File: src/rtl/dpwm_pkg.sv
`default_nettype none
// ============================================================================
//  Module      : dpwm_pkg
//  Description : Shared types and constants for the DPWM display path
//                (BCD conversion controller state encoding, digit count,
//                double-dabble add-3 threshold).
//  Revision    : 1.0  initial release
// ============================================================================
package dpwm_pkg;

    // Conversion controller state encoding
    typedef enum logic [0:0] {
        IDLE  = 1'b0,
        SHIFT = 1'b1
    } state_t;

    // Number of BCD digits produced by the converter
    localparam int BCD_DIGITS = 4;

    // A BCD nibble at or above this value is corrected by +3 before shifting
    localparam logic [3:0] ADD3_THRESH = 4'd5;

endpackage : dpwm_pkg
`default_nettype wire

File: src/rtl/bcd_add3.sv
`default_nettype none
// ============================================================================
//  Module      : bcd_add3
//  Description : Combinational double-dabble nibble correction:
//                o_nibble = (i_nibble >= 5) ? i_nibble + 3 : i_nibble
//  Revision    : 1.0  initial release
// ============================================================================
module bcd_add3
    import dpwm_pkg::*;
(
    input  logic [3:0] i_nibble,
    output logic [3:0] o_nibble
);

    // Pre-shift correction so the nibble carries correctly into the next digit
    always_comb begin
        o_nibble = i_nibble;
        if (i_nibble >= ADD3_THRESH) begin
            o_nibble = i_nibble + 4'd3;
        end
    end

endmodule : bcd_add3
`default_nettype wire

File: src/rtl/bcd_conv_ctrl.sv
`default_nettype none
// ============================================================================
//  Module      : bcd_conv_ctrl
//  Description : Sequential binary-to-BCD converter (shift-add-3) with
//                explicit or periodic start, registered digit outputs,
//                busy flag and one-cycle done pulse.
//  Revision    : 1.0  initial release
// ============================================================================
module bcd_conv_ctrl
    import dpwm_pkg::*;
#(
    parameter int N_BITS  = 10,
    parameter int REFRESH = 1000
)(
    input  logic              clk,
    input  logic              reset,
    input  logic [N_BITS-1:0] N_Binario,
    input  logic              Inicio,
    input  logic              Auto,
    output logic [3:0]        Millares,
    output logic [3:0]        Centenas,
    output logic [3:0]        Decenas,
    output logic [3:0]        Unidades,
    output logic              Ocupado,
    output logic              Listo
);

    localparam int c_BCD_W = 4 * BCD_DIGITS;
    localparam int c_SR_W  = c_BCD_W + N_BITS;
    localparam int c_CNT_W = $clog2(N_BITS + 1);
    localparam int c_REF_W = (REFRESH > 1) ? $clog2(REFRESH) : 1;

    localparam logic [c_CNT_W-1:0] c_LAST    = c_CNT_W'(N_BITS - 1);
    localparam logic [c_REF_W-1:0] c_REF_MAX = c_REF_W'(REFRESH - 1);

    state_t               r_state;
    logic [c_SR_W-1:0]    r_sr;
    logic [c_CNT_W-1:0]   r_bit_cnt;
    logic [c_REF_W-1:0]   r_ref_cnt;
    logic                 r_pend;
    logic [3:0]           r_millares;
    logic [3:0]           r_centenas;
    logic [3:0]           r_decenas;
    logic [3:0]           r_unidades;
    logic                 r_ocupado;
    logic                 r_listo;

    logic [c_SR_W-1:0]    w_adj;
    logic [c_SR_W-1:0]    w_shift;
    logic                 w_auto_tick;
    logic                 w_req;

    // Binary part passes through untouched; every BCD nibble gets its add-3 check
    assign w_adj[N_BITS-1:0] = r_sr[N_BITS-1:0];

    generate
        for (genvar gi = 0; gi < BCD_DIGITS; gi++) begin : g_add3
            bcd_add3 u_add3 (
                .i_nibble (r_sr [N_BITS + 4*gi +: 4]),
                .o_nibble (w_adj[N_BITS + 4*gi +: 4])
            );
        end
    endgenerate

    assign w_shift     = w_adj << 1;
    assign w_auto_tick = Auto && (r_ref_cnt == c_REF_MAX);
    assign w_req       = Inicio || r_pend || w_auto_tick;

    // Free-running refresh divider, active only while periodic mode is on
    always_ff @(posedge clk or posedge reset) begin
        if (reset) begin
            r_ref_cnt <= '0;
        end else if (!Auto || w_auto_tick) begin
            r_ref_cnt <= '0;
        end else begin
            r_ref_cnt <= r_ref_cnt + 1'b1;
        end
    end

    // Conversion FSM: capture, N_BITS shift-add-3 steps, publish digits
    always_ff @(posedge clk or posedge reset) begin
        if (reset) begin
            r_state    <= IDLE;
            r_sr       <= '0;
            r_bit_cnt  <= '0;
            r_pend     <= 1'b0;
            r_millares <= 4'd0;
            r_centenas <= 4'd0;
            r_decenas  <= 4'd0;
            r_unidades <= 4'd0;
            r_ocupado  <= 1'b0;
            r_listo    <= 1'b0;
        end else begin
            r_listo <= 1'b0;

            case (r_state)
                IDLE: begin
                    if (w_req) begin
                        r_sr      <= {{c_BCD_W{1'b0}}, N_Binario};
                        r_bit_cnt <= '0;
                        r_ocupado <= 1'b1;
                        r_state   <= SHIFT;
                    end
                end
                SHIFT: begin
                    r_sr      <= w_shift;
                    r_bit_cnt <= r_bit_cnt + 1'b1;
                    if (r_bit_cnt == c_LAST) begin
                        r_millares <= w_shift[c_SR_W-1  -: 4];
                        r_centenas <= w_shift[c_SR_W-5  -: 4];
                        r_decenas  <= w_shift[c_SR_W-9  -: 4];
                        r_unidades <= w_shift[c_SR_W-13 -: 4];
                        r_listo    <= 1'b1;
                        r_ocupado  <= 1'b0;
                        r_state    <= IDLE;
                    end
                end
            endcase

            // A refresh tick that lands mid-conversion is remembered once;
            // leaving periodic mode drops any remembered tick.
            if (!Auto) begin
                r_pend <= 1'b0;
            end else if (r_state == SHIFT && w_auto_tick) begin
                r_pend <= 1'b1;
            end else if (r_state == IDLE && w_req) begin
                r_pend <= 1'b0;
            end
        end
    end

    assign Millares = r_millares;
    assign Centenas = r_centenas;
    assign Decenas  = r_decenas;
    assign Unidades = r_unidades;
    assign Ocupado  = r_ocupado;
    assign Listo    = r_listo;

endmodule : bcd_conv_ctrl
`default_nettype wire

File: config.mk
export PLATFORM = sky130hd
export DESIGN_NAME = bcd_conv_ctrl
export DESIGN_NICKNAME = d
export VERILOG_FILES = /design/src/rtl/dpwm_pkg.sv /design/src/rtl/bcd_add3.sv /design/src/rtl/bcd_conv_ctrl.sv
export SDC_FILE = /design/constraint.sdc
export NUM_CORES = 1
export LEC_CHECK = 0
export ABC_AREA = 0
export CAP_MARGIN = 20
export CORE_ASPECT_RATIO = 1.25
export CORE_MARGIN = 3
export CORE_UTILIZATION = 33
export CTS_CLUSTER_SIZE = 16
export DETAILED_ROUTE_END_ITERATION = 16
export GPL_TIMING_DRIVEN = 0
export PLACE_DENSITY = 0.62
export REMOVE_ABC_BUFFERS = 1
export SLEW_MARGIN = 20
export SYNTH_ARGS = -nofsm -noshare
export SYNTH_HDL_FRONTEND = slang
export SYNTH_SLANG_ARGS = --single-unit
File: constraint.sdc
create_clock -name clk -period 1.66 [get_ports clk]
set_input_delay 0.166 -clock clk [delete_from_list [all_inputs] [get_ports clk]]
set_output_delay 0.166 -clock clk [all_outputs]
set_load 0.03 [all_outputs]
* Word level (Yosys, flattened, before mapping)
Index checks and enable logic that the tools add are counted.
Cells by class: add/sub/neg operators 6, magnitude comparators 4, eq/ne operators 5, multiplexer cells 20, bitwise operators 1, reduce and logical (&&, ||, !) cells 9
Operators with widths (number):
- 26-bit case mux with 2 select lines | 1
- 26-bit 2-to-1 mux | 1
- 4-bit by 3-bit >= comparator with 1-bit output (second input constant) | 4
- 4-bit 2-to-1 mux | 4
- 4-bit by 2-bit adder with 4-bit output (second input constant) | 3
- 10-bit by 1-bit adder with 10-bit output (second input constant) | 1
- 10-bit == test (second input constant) | 1
- 10-bit 2-to-1 mux | 1
- 1-bit 2-to-1 mux | 9
- 4-bit case mux with 2 select lines | 1
- 4-bit by 1-bit adder with 4-bit output (second input constant) | 1
- 4-bit == test (second input constant) | 1
- 1-bit case mux with 2 select lines | 2
- 2-bit AND reduction | 2
- 3-bit by 2-bit adder with 3-bit output (second input constant) | 1
- 1-bit logical AND | 3
- 1-bit logical OR | 3
- 3-bit 2-to-1 mux | 1
- 3-bit by 1-bit inequality test with 1-bit output (second input constant) | 1
- 2-bit by 1-bit inequality test with 1-bit output (second input constant) | 1
- 2-bit inequality test (second input constant) | 1
- 1-bit zero test | 1
- 1-bit NOT | 1
Storage, ports and cells: register bits 60, bits of input ports 14, output and inout bits 18, logic and storage cells 56

* Longest topological paths before layout
Gate-level depths: netlist of run 1.
depth in word-level cells 7, mapped depth 6, mapped depth without buffers 6

* Hierarchy
A second synthesis of run 1 with hierarchy kept.
Unflattened totals: cells, all modules 278, area total of the unflattened synthesis 2812.7 um^2
By module, submodules not included:
- bcd_conv_ctrl | times used 1, cells an instance 214, area each 2407.3 um^2
- bcd_add3 | times used 4, cells an instance 16, area each 101.3 um^2

* Least setup slack after synthesis of run 1
No wires, ideal clock.
kind register to register, start point register r_ref_cnt[0], end point register r_sr[1], arrival time 1506 ps, path slack 17 ps, cell stages (with the launch flop) 7, period minus slack after synthesis 1643 ps, cells stage by stage dfrtp_1 -> ha_1 -> and4bb_4 -> a41oi_4 -> buf_12 -> mux2i_1 -> a21oi_1
On the way: cells in the longest elaborated chain, start to end 4
Ends and longest elaborated chain:
- start: declaration | line bcd_conv_ctrl.sv:39 | logic [c_REF_W-1:0] r_ref_cnt;
- start signal: assignment | line bcd_conv_ctrl.sv:76 | r_ref_cnt <= r_ref_cnt + 1'b1;
- 10-bit == test | line bcd_conv_ctrl.sv:66 | assign w_auto_tick = Auto && (r_ref_cnt == c_REF_MAX);
- 1-bit logical AND | line bcd_conv_ctrl.sv:66
- 1-bit logical OR | line bcd_conv_ctrl.sv:67 | assign w_req = Inicio || r_pend || w_auto_tick;
- 2-bit inequality test (no source line)
- end signal: assignment | line bcd_conv_ctrl.sv:99 | r_sr <= {{c_BCD_W{1'b0}}, N_Binario};
- end signal: assignment | line bcd_conv_ctrl.sv:106 | r_sr <= w_shift;
- end: declaration | line bcd_conv_ctrl.sv:37 | logic [c_SR_W-1:0] r_sr;
No other way between the ends. A chain may end at the register's enable or synchronous reset.

* Worst setup path after layout of run 1
start point register r_ref_cnt[0], end point register r_sr[5]
Same word-level chain as after synthesis.

==> impl_metrics.json, run 1 <==
{
  "status": "finished clean",
  "synthToLayoutAreaGrowth_pct": 28.4,
  "ys_ff_latch": 60,
  "rr_worst_depth": 6,
  "h-tree-depth": 3,
  "max_freq_ghz": 0.616,
  "io_buffers": 31,
  "rows": 37,
  "root_buffer": "clkbuf_8",
  "vias": 2136,
  "path_class": "flop to flop",
  "p_leak_uw": 0.00158,
  "ys.flop_type": "dfrtp_1",
  "hpwl_mm": 3.70,
  "required_ns": 1.88,
  "async_flop_share_pct": 100,
  "synth_common_cells": "dfrtp_1, nand2_1, o21ai_0",
  "cts_made_buffers": 9,
  "grt_pass1_wl_mm": 10.2,
  "hold_path.class": "input pin to asynchronous set/reset pin",
  "end_kind": "flop",
  "routabilityCongestion": 0.730,
  "rrSetupSlack_ns": 0.04,
  "arrival_ns": 1.84,
  "drc": 0,
  "io_pins": 32,
  "ir_drop_mv": 0.899,
  "clk_pin_slew_ns": 0.07,
  "worst_pin_slew_ns": 0.363,
  "antenna_found_initial": 0,
  "maxSlewViolCount": 0,
  "setup.worst_path.end": "r_sr[5]",
  "yosys_warnings": 0,
  "synth_edf_count": 0,
  "nFillCells": 768,
  "r2r-end": "r_sr[5]",
  "power.density_mw_per_mm2": 1810,
  "wl_met1_mm": 2.56,
  "yosys.area.top_type": "dfrtp_1",
  "cts_tree": "done",
  "grt_max_degree": 52,
  "fin_util_pct": 43.7,
  "synthDistinctLibCells": 33,
  "syn_inst": 279,
  "synthesis.area_mm2": 0.00282,
  "die_y_um": 109,
  "routed.top_layer": "met4",
  "dr_wl_met3_um": 250,
  "rsz0062_at_grt": "yes",
  "final_hold_viol_count": 0,
  "startpoint": "r_ref_cnt[0]",
  "syn_area_per_cell_um2": 10.1,
  "finalInstanceArea_mm2": 0.00362,
  "max-cap-violations": 0,
  "placed_cell_area_mm2": 0.00325,
  "ys_seq_area_share_pct": 53.3,
  "clock_sinks": 60,
  "ant_nets": 0,
  "timing.final.crit_share_pct": 97.8,
  "synth.most_common_cell": "dfrtp_1",
  "die_area_mm2": 0.00969,
  "seq_area_mm2": 0.00150,
  "drtPass1Iterations": 4,
  "grt_pass1_vias": 2170,
  "finalWirelength_mm": 5.92,
  "synth_area_leaders": "dfrtp_1, o21ai_0, ha_1",
  "clk_path_buf_depth": 2,
  "multi_input_area_mm2": 0.00131,
  "layout_min_cycle_time_ns": 1.62,
  "r2r-start": "r_ref_cnt[0]",
  "start_util_pct": 34.0,
  "drt_iter0_drc": 128,
  "critPathMaxFanout": 12,
  "finalClockSkew_ns": 0.00842,
  "grt_overflow_total": 0,
  "drive_gt1_share_pct": 15.9,
  "startpoint_type": "flop",
  "dr_wl_met2_mm": 2.95,
  "wire_per_inst_um": 14.0,
  "finalSetupViolCount": 0,
  "core_mm2": 0.00829,
  "fin_nets": 347,
  "insertion_delay_ns": 0.34,
  "synth_top_area_share_pct": 53.3,
  "viasPerCell": 5.04,
  "grtUsageTotal_pct": 13.8,
  "die_w_um": 88.7,
  "relSlewSlack_pct": 75.8,
  "n_antenna_cell": 0
}
[worst min-delay path by stage]
stage | startpoint | endpoint | slack, ns | cells past startpoint
2_1_floorplan | Auto | r_pend | 0.31 | 1
3_3_place_gp | Millares[1] | Millares[1] | 0.46 | 2
4_1_cts | reset | r_sr[22] | 0.06 | 2
3_5_place_dp | reset | Centenas[3] | 0.43 | 2
5_1_grt | reset | Millares[1] | 0.08 | 2
6_report | reset | Centenas[1] | 0.07 | 2
[per-stage QoR]
step	setup slack (ns)	TNS, ns	std cells	power, µW	hold slack [ns]
after detailed placement	-0.468	-14.01	400	4980	0.435
final	0.0358	0	424	6560	0.0693
after CTS	0.0193	0	424	6460	0.0576
after floorplan	-0.110	-1.93	269	4140	0.309
after global placement	-1.13	-95.69	397	4860	0.462
after global routing	-0.0795	-0.544	424	7120	0.0831
[cell usage in the layout, fill, tap and decap left out, types with 8 or more instances in the layout]
| cell | synthesis | routed |
|---|---|---|
| o21ai_0 | 32 | 26 |
| dfrtp_1 | 60 | 59 |
| o22ai_1 | 8 | 8 |
| a21oi_1 | 21 | 17 |
| nor2_1 | 25 | 25 |
| clkbuf_8 | 0 | 9 |
| clkdlybuf4s50_1 | 0 | 31 |
| mux2i_1 | 10 | 10 |
| nand3_1 | 8 | 8 |
| xnor2_1 | 10 | 10 |
| nand2_1 | 32 | 32 |
[worst max-delay path, cell delays in order, from the launching register on]
cell and delay [ns]:
dfrtp_1 0.41, ha_2 0.21, and4bb_4 0.22, a41oi_4 0.19
buf_12 0.18, mux2i_1 0.19, a21oi_1 0.09
[sequential cells by signal (all words and copies together) (netlist names)]
signal,cells
r_pend,1
r_bit_cnt,4
Millares,4
Unidades,4
r_sr,26
Ocupado,1
r_ref_cnt,10
Decenas,4
r_state,1
Centenas,4
Listo,1
[kinds of logic after synthesis]
kind of cell | Yosys count | synth area share [%]
xor gates and xnor gates | 12 | 3.73
DFF | 60 | 53.3
adders and majority gates | 11 | 4.88
AOI/OAI and AO/OA | 66 | 13.4
muxes | 14 | 5.15
and+or+nand+nor | 92 | 15.7
buffers and inverters | 24 | 3.86
[power by group]
group / internal, µW / switching [µW]
Clock: 686 / 589
Combinational: 1300 / 1540
Sequential: 2000 / 446
[per-layer routing]
layer,up-vias,global-route usage (%)
li1,1043,-
met5,-,0
met4,0,7.78
met1,1034,16.6
met3,11,2.92
met2,48,22.7
[layout make-up]
cell class	instances	area share, %
Clock buffer	11	3.63
Clock inverter	5	1.45
Inverter	14	1.63
Multi-Input combinational cell	195	36.1
Sequential cell	60	41.5
Tap cell	97	3.36
Timing Repair Buffer	41	12.1
Timing Repair inverter	1	0.208
[timing repair]
item,4_1_cts,5_1_grt
gates cloned,1,0
setup endpoints to repair,45,34
hold endpoints to repair,0,0
hold buffers,0,0
gates resized for setup,11,19
pin swaps,2,3
buffers inserted,7,0
Note: power is estimated with default switching activity, not from simulation.
==> run 2, diff against run 1 <==
Settings changed: CAP_MARGIN 20 to 15, CORE_ASPECT_RATIO 1.25 to default.
==> impl_metrics.json, run 2 (synthesis results as in run 1) <==
{
  "drt_iter0_drc": 120,
  "pwr-share-seq_pct": 37.8,
  "synthToLayoutAreaGrowth_pct": 29.5,
  "io_pins": 32,
  "n_antenna_cell": 0,
  "path_class": "flop to flop",
  "root_buffer": "clkbuf_8",
  "power.density_mw_per_mm2": 1760,
  "die_area_mm2": 0.00968,
  "end_kind": "flop",
  "p_leak_uw": 0.00160,
  "final_cell_mix": "dfrtp_1, nand2_1, clkdlybuf4s50_1, o21ai_0, nor2_1",
  "insertion_delay_ns": 0.33,
  "finalWirelength_mm": 5.79,
  "switchingPower_uw": 2500,
  "clk_path_buf_depth": 2,
  "timing.final.crit_share_pct": 99.9,
  "power.internal_uw": 3930,
  "path_buf_inv": 1,
  "setup_ws_ns": 0.00243,
  "grt_pass1_vias": 2135,
  "io_buffers": 31,
  "h-tree-depth": 3,
  "max-cap-violations": 0,
  "max_freq_ghz": 0.603,
  "whs_ns": 0.111,
  "die_y_um": 98.4,
  "status": "finished clean",
  "pre_cts_slack_ns": -0.583,
  "slowest_delay_ns": 0.43,
  "final_hold_viol_count": 0,
  "core_mm2": 0.00826,
  "ir_drop_mv": 0.602,
  "ant_nets": 0,
  "die_w_um": 98.4,
  "hpwl_mm": 3.69,
  "critPathMaxFanout": 6,
  "crit_chain": "ha_4 > and4bb_4 > a41oi_4 > buf_6 > mux2i_1 > a21oi_1",
  "crit_family": "flip-flops",
  "arrival_ns": 1.86,
  "hold_path.class": "input pin to asynchronous set/reset pin",
  "swShare_pct": 38.8,
  "clock_sinks": 60,
  "layout_commonest_cell": "dfrtp_1",
  "clockPowerShare_pct": 17.8,
  "multi_input_area_mm2": 0.00130,
  "cts_made_buffers": 9,
  "cp_slowest_cell": "dfrtp_1",
  "startpoint_type": "flop",
  "finalSetupViolCount": 0,
  "vias": 2140,
  "cts_tree": "done",
  "grtUsageTotal_pct": 12.7,
  "finalClockSkew_ns": 0.00797,
  "stdcell_count": 437,
  "routabilityCongestion": 0.721,
  "worst_pin_slew_ns": 0.383,
  "clk_pin_slew_ns": 0.07,
  "largest_reg_flops": 26,
  "viasPerCell": 4.90,
  "start_util_pct": 34.1,
  "regMostFlops": "r_sr",
  "maxSlewViolCount": 0,
  "layout_min_cycle_time_ns": 1.66,
  "drive_gt1_share_pct": 16.3,
  "drc": 0,
  "top_regs": "r_sr: 26 flops, r_ref_cnt: 10 flops",
  "drtPass1Iterations": 4,
  "required_ns": 1.87,
  "grt_overflow_total": 0,
  "relSlewSlack_pct": 74.3,
  "antenna_found_initial": 0,
  "place_inst": 408,
  "wire_per_inst_um": 13.3,
  "grt_max_degree": 47,
  "seq_area_mm2": 0.00150,
  "rows": 33,
  "combinationalPowerShare_pct": 44.4,
  "nFillCells": 809,
  "setup_tns_ns": 0,
  "fin_nets": 353,
  "ctsHoldBuffers": 0,
  "grt_pass1_wl_mm": 9.95,
  "rsz0062_at_grt": "yes"
}
==> run 2: area by class of cell <==
type	instances	area share (%)
Timing Repair inverter	1	0.206
Sequential cell	60	41.2
Clock inverter	2	0.274
Inverter	14	1.61
Clock buffer	13	4.36
Tap cell	105	3.60
Multi-Input combinational cell	195	35.7
Timing Repair Buffer	47	13.1
==> run 2: worst paths after layout <==
check / start / to / slack (ns) / cells past startpoint
max: r_ref_cnt[1] / r_sr[7] / 0.002 / 6
min: reset / r_sr[4] / 0.11 / 2
max reg2reg: r_ref_cnt[1] / r_sr[7] / 0.002 / 6
min reg2reg: Millares[3] / Millares[3] / 0.48 / 2
max in group asynchronous: reset / r_state / 1.06 / 3
min in group clk: N_Binario[0] / r_sr[0] / 0.46 / 3
==> run 2: power groups by stage <==
| stage | sequential, µW | clock, µW | combinational (µW) |
|---|---|---|---|
| 2_1_floorplan | 2670 | 0 | 1470 |
| 3_3_place_gp | 2400 | 0 | 2440 |
| 3_5_place_dp | 2420 | 0 | 2560 |
| 4_1_cts | 2420 | 1190 | 2720 |
| 5_1_grt | 2510 | 1250 | 3210 |
| 6_report | 2430 | 1150 | 2850 |
==> run 2: what timing repair did <==
action | CTS | global route
pin swaps | 3 | 11
gates cloned | 1 | 0
buffers inserted | 9 | 4
gates resized for setup | 14 | 11
endpoints found under the setup margin | 44 | 38
==> run 2: metrics by stage <==
step | utilization (%) | total power (µW) | area (µm²)
final | 44.2 | 6430 | 3650
after detailed placement | 39.4 | 4980 | 3260
after global routing | 44.2 | 6970 | 3650
after CTS | 43.2 | 6330 | 3560
after floorplan | - | 4140 | 2760
after global placement | 38.8 | 4850 | 3200
==> run 2: layer usage <==
metal  wire length, µm  track usage, %
met1              2690            16.1
met3               213            3.43
met4                87            4.41
met5                 0               0
met2              2800            20.9
==> run 3, diff against run 2 <==
Settings changed: SETUP_SLACK_MARGIN from default to 0.05.
==> impl_metrics.json, run 3 (synthesis results as in run 1) <==
{
  "die_w_um": 98.4,
  "n_antenna_cell": 0,
  "fin_nets": 358,
  "regMostFlops": "r_sr",
  "grt_pass1_wl_mm": 9.99,
  "synthToLayoutAreaGrowth_pct": 31.1,
  "ir_drop_mv": 0.586,
  "stdcell_count": 442,
  "slowest_delay_ns": 0.39,
  "relSlewSlack_pct": 75.6,
  "ant_nets": 0,
  "rsz0062_at_grt": "yes",
  "required_ns": 1.86,
  "largest_reg_flops": 26,
  "drc": 0,
  "layout_commonest_cell": "dfrtp_1",
  "p_leak_uw": 0.00162,
  "finalClockSkew_ns": 0.00660,
  "drtPass1Iterations": 4,
  "grt_max_degree": 47,
  "finalWirelength_mm": 5.84,
  "drive_gt1_share_pct": 18.7,
  "grtUsageTotal_pct": 12.8,
  "setup_ws_ns": 0.0335,
  "timing.final.crit_share_pct": 98.0,
  "place_inst": 408,
  "core_mm2": 0.00826,
  "crit_family": "flip-flops",
  "ctsHoldBuffers": 0,
  "hold_path.class": "input pin to asynchronous set/reset pin",
  "cts_made_buffers": 9,
  "io_pins": 32,
  "final_hold_viol_count": 0,
  "grt_overflow_total": 0,
  "h-tree-depth": 3,
  "vias": 2135,
  "power.density_mw_per_mm2": 1770,
  "start_util_pct": 34.1,
  "insertion_delay_ns": 0.33,
  "layout_min_cycle_time_ns": 1.63,
  "viasPerCell": 4.83,
  "worst_pin_slew_ns": 0.363,
  "pre_cts_slack_ns": -0.583,
  "grt_pass1_vias": 2150,
  "die_y_um": 98.4,
  "finalSetupViolCount": 0,
  "rows": 33,
  "drt_iter0_drc": 100,
  "max_freq_ghz": 0.615,
  "status": "finished clean",
  "maxSlewViolCount": 0,
  "clock_sinks": 60,
  "critPathMaxFanout": 6,
  "max-cap-violations": 0,
  "cp_slowest_cell": "dfrtp_1",
  "io_buffers": 31,
  "startpoint_type": "flop",
  "clk_path_buf_depth": 2,
  "fin_util_pct": 44.7,
  "setup_tns_ns": 0,
  "die_area_mm2": 0.00968,
  "crit_chain": "ha_2 > and4bb_4 > a41oi_4 > buf_6 > mux2i_1 > a21oi_1",
  "routabilityCongestion": 0.721,
  "hpwl_mm": 3.69,
  "path_buf_inv": 1,
  "top_regs": "r_sr: 26 flops, r_ref_cnt: 10 flops",
  "end_kind": "flop",
  "final_cell_mix": "dfrtp_1, nand2_1, clkdlybuf4s50_1, o21ai_0, nor2_1",
  "antenna_found_initial": 0,
  "nFillCells": 805,
  "arrival_ns": 1.83,
  "root_buffer": "clkbuf_8",
  "clk_pin_slew_ns": 0.07,
  "cts_tree": "done",
  "path_class": "flop to flop",
  "wire_per_inst_um": 13.2
}
-- run 3: cell count changes in the layout (fill, tap and decap cells not counted), sizes merged --
cell,before,now
buf,16,21
-- run 3: timing repair --
item	in CTS	in global routing
cloned	1	0
setup endpoints to repair	47	43
pin swaps	6	11
buffers inserted	11	7
resized for setup	19	13
-- run 3: final cells by class --
| cell class | instances | area [µm²] | share of cell area [%] |
|---|---|---|---|
| clock buffers | 13 | 159 | 4.30 |
| clock inverters | 2 | 10.0 | 0.271 |
| inverters | 14 | 58.8 | 1.59 |
| multi-input cells | 195 | 1310 | 35.4 |
| flip-flops and latches | 60 | 1510 | 40.8 |
| well taps | 105 | 131 | 3.56 |
| repair buffers | 52 | 515 | 14.0 |
| repair inverters | 1 | 7.51 | 0.203 |
-- run 3: worst paths after layout --
kind	to	depth (start not counted)	start	slack (ns)
setup / recovery	r_sr[7]	6	r_ref_cnt[0]	0.03
hold / removal	r_sr[4]	2	reset	0.11
setup reg to reg	r_sr[7]	6	r_ref_cnt[0]	0.03
hold reg to reg	Millares[3]	2	Millares[3]	0.48
max in group asynchronous	r_state	3	reset	1.06
min in group clk	r_sr[0]	3	N_Binario[0]	0.46
-- run 3: where the power goes --
part / switching, µW / internal, µW
registers: 402 / 2000
logic: 1590 / 1390
clock network: 536 / 611
-- run 3: routing by layer --
layer  part of all wire, %  wire length, µm  up-vias  GRT usage (%)
met5                     0                0        -              0
met4                   1.2               72        0           4.41
met3                   3.5              206        4           3.43
met2                    48             2820       30           21.4
met1                    47             2740     1031           15.9
li1                      -                -     1070              -
-- run 3: metrics by stage --
stage               instance area, µm²  total power, µW  hold slack, ns
floorplan                         2760             4140           0.309
CTS                               3610             6420           0.100
finish                            3690             6530           0.112
detailed placement                3260             4980           0.468
global route                      3690             7070           0.121
global placement                  3200             4850           0.463
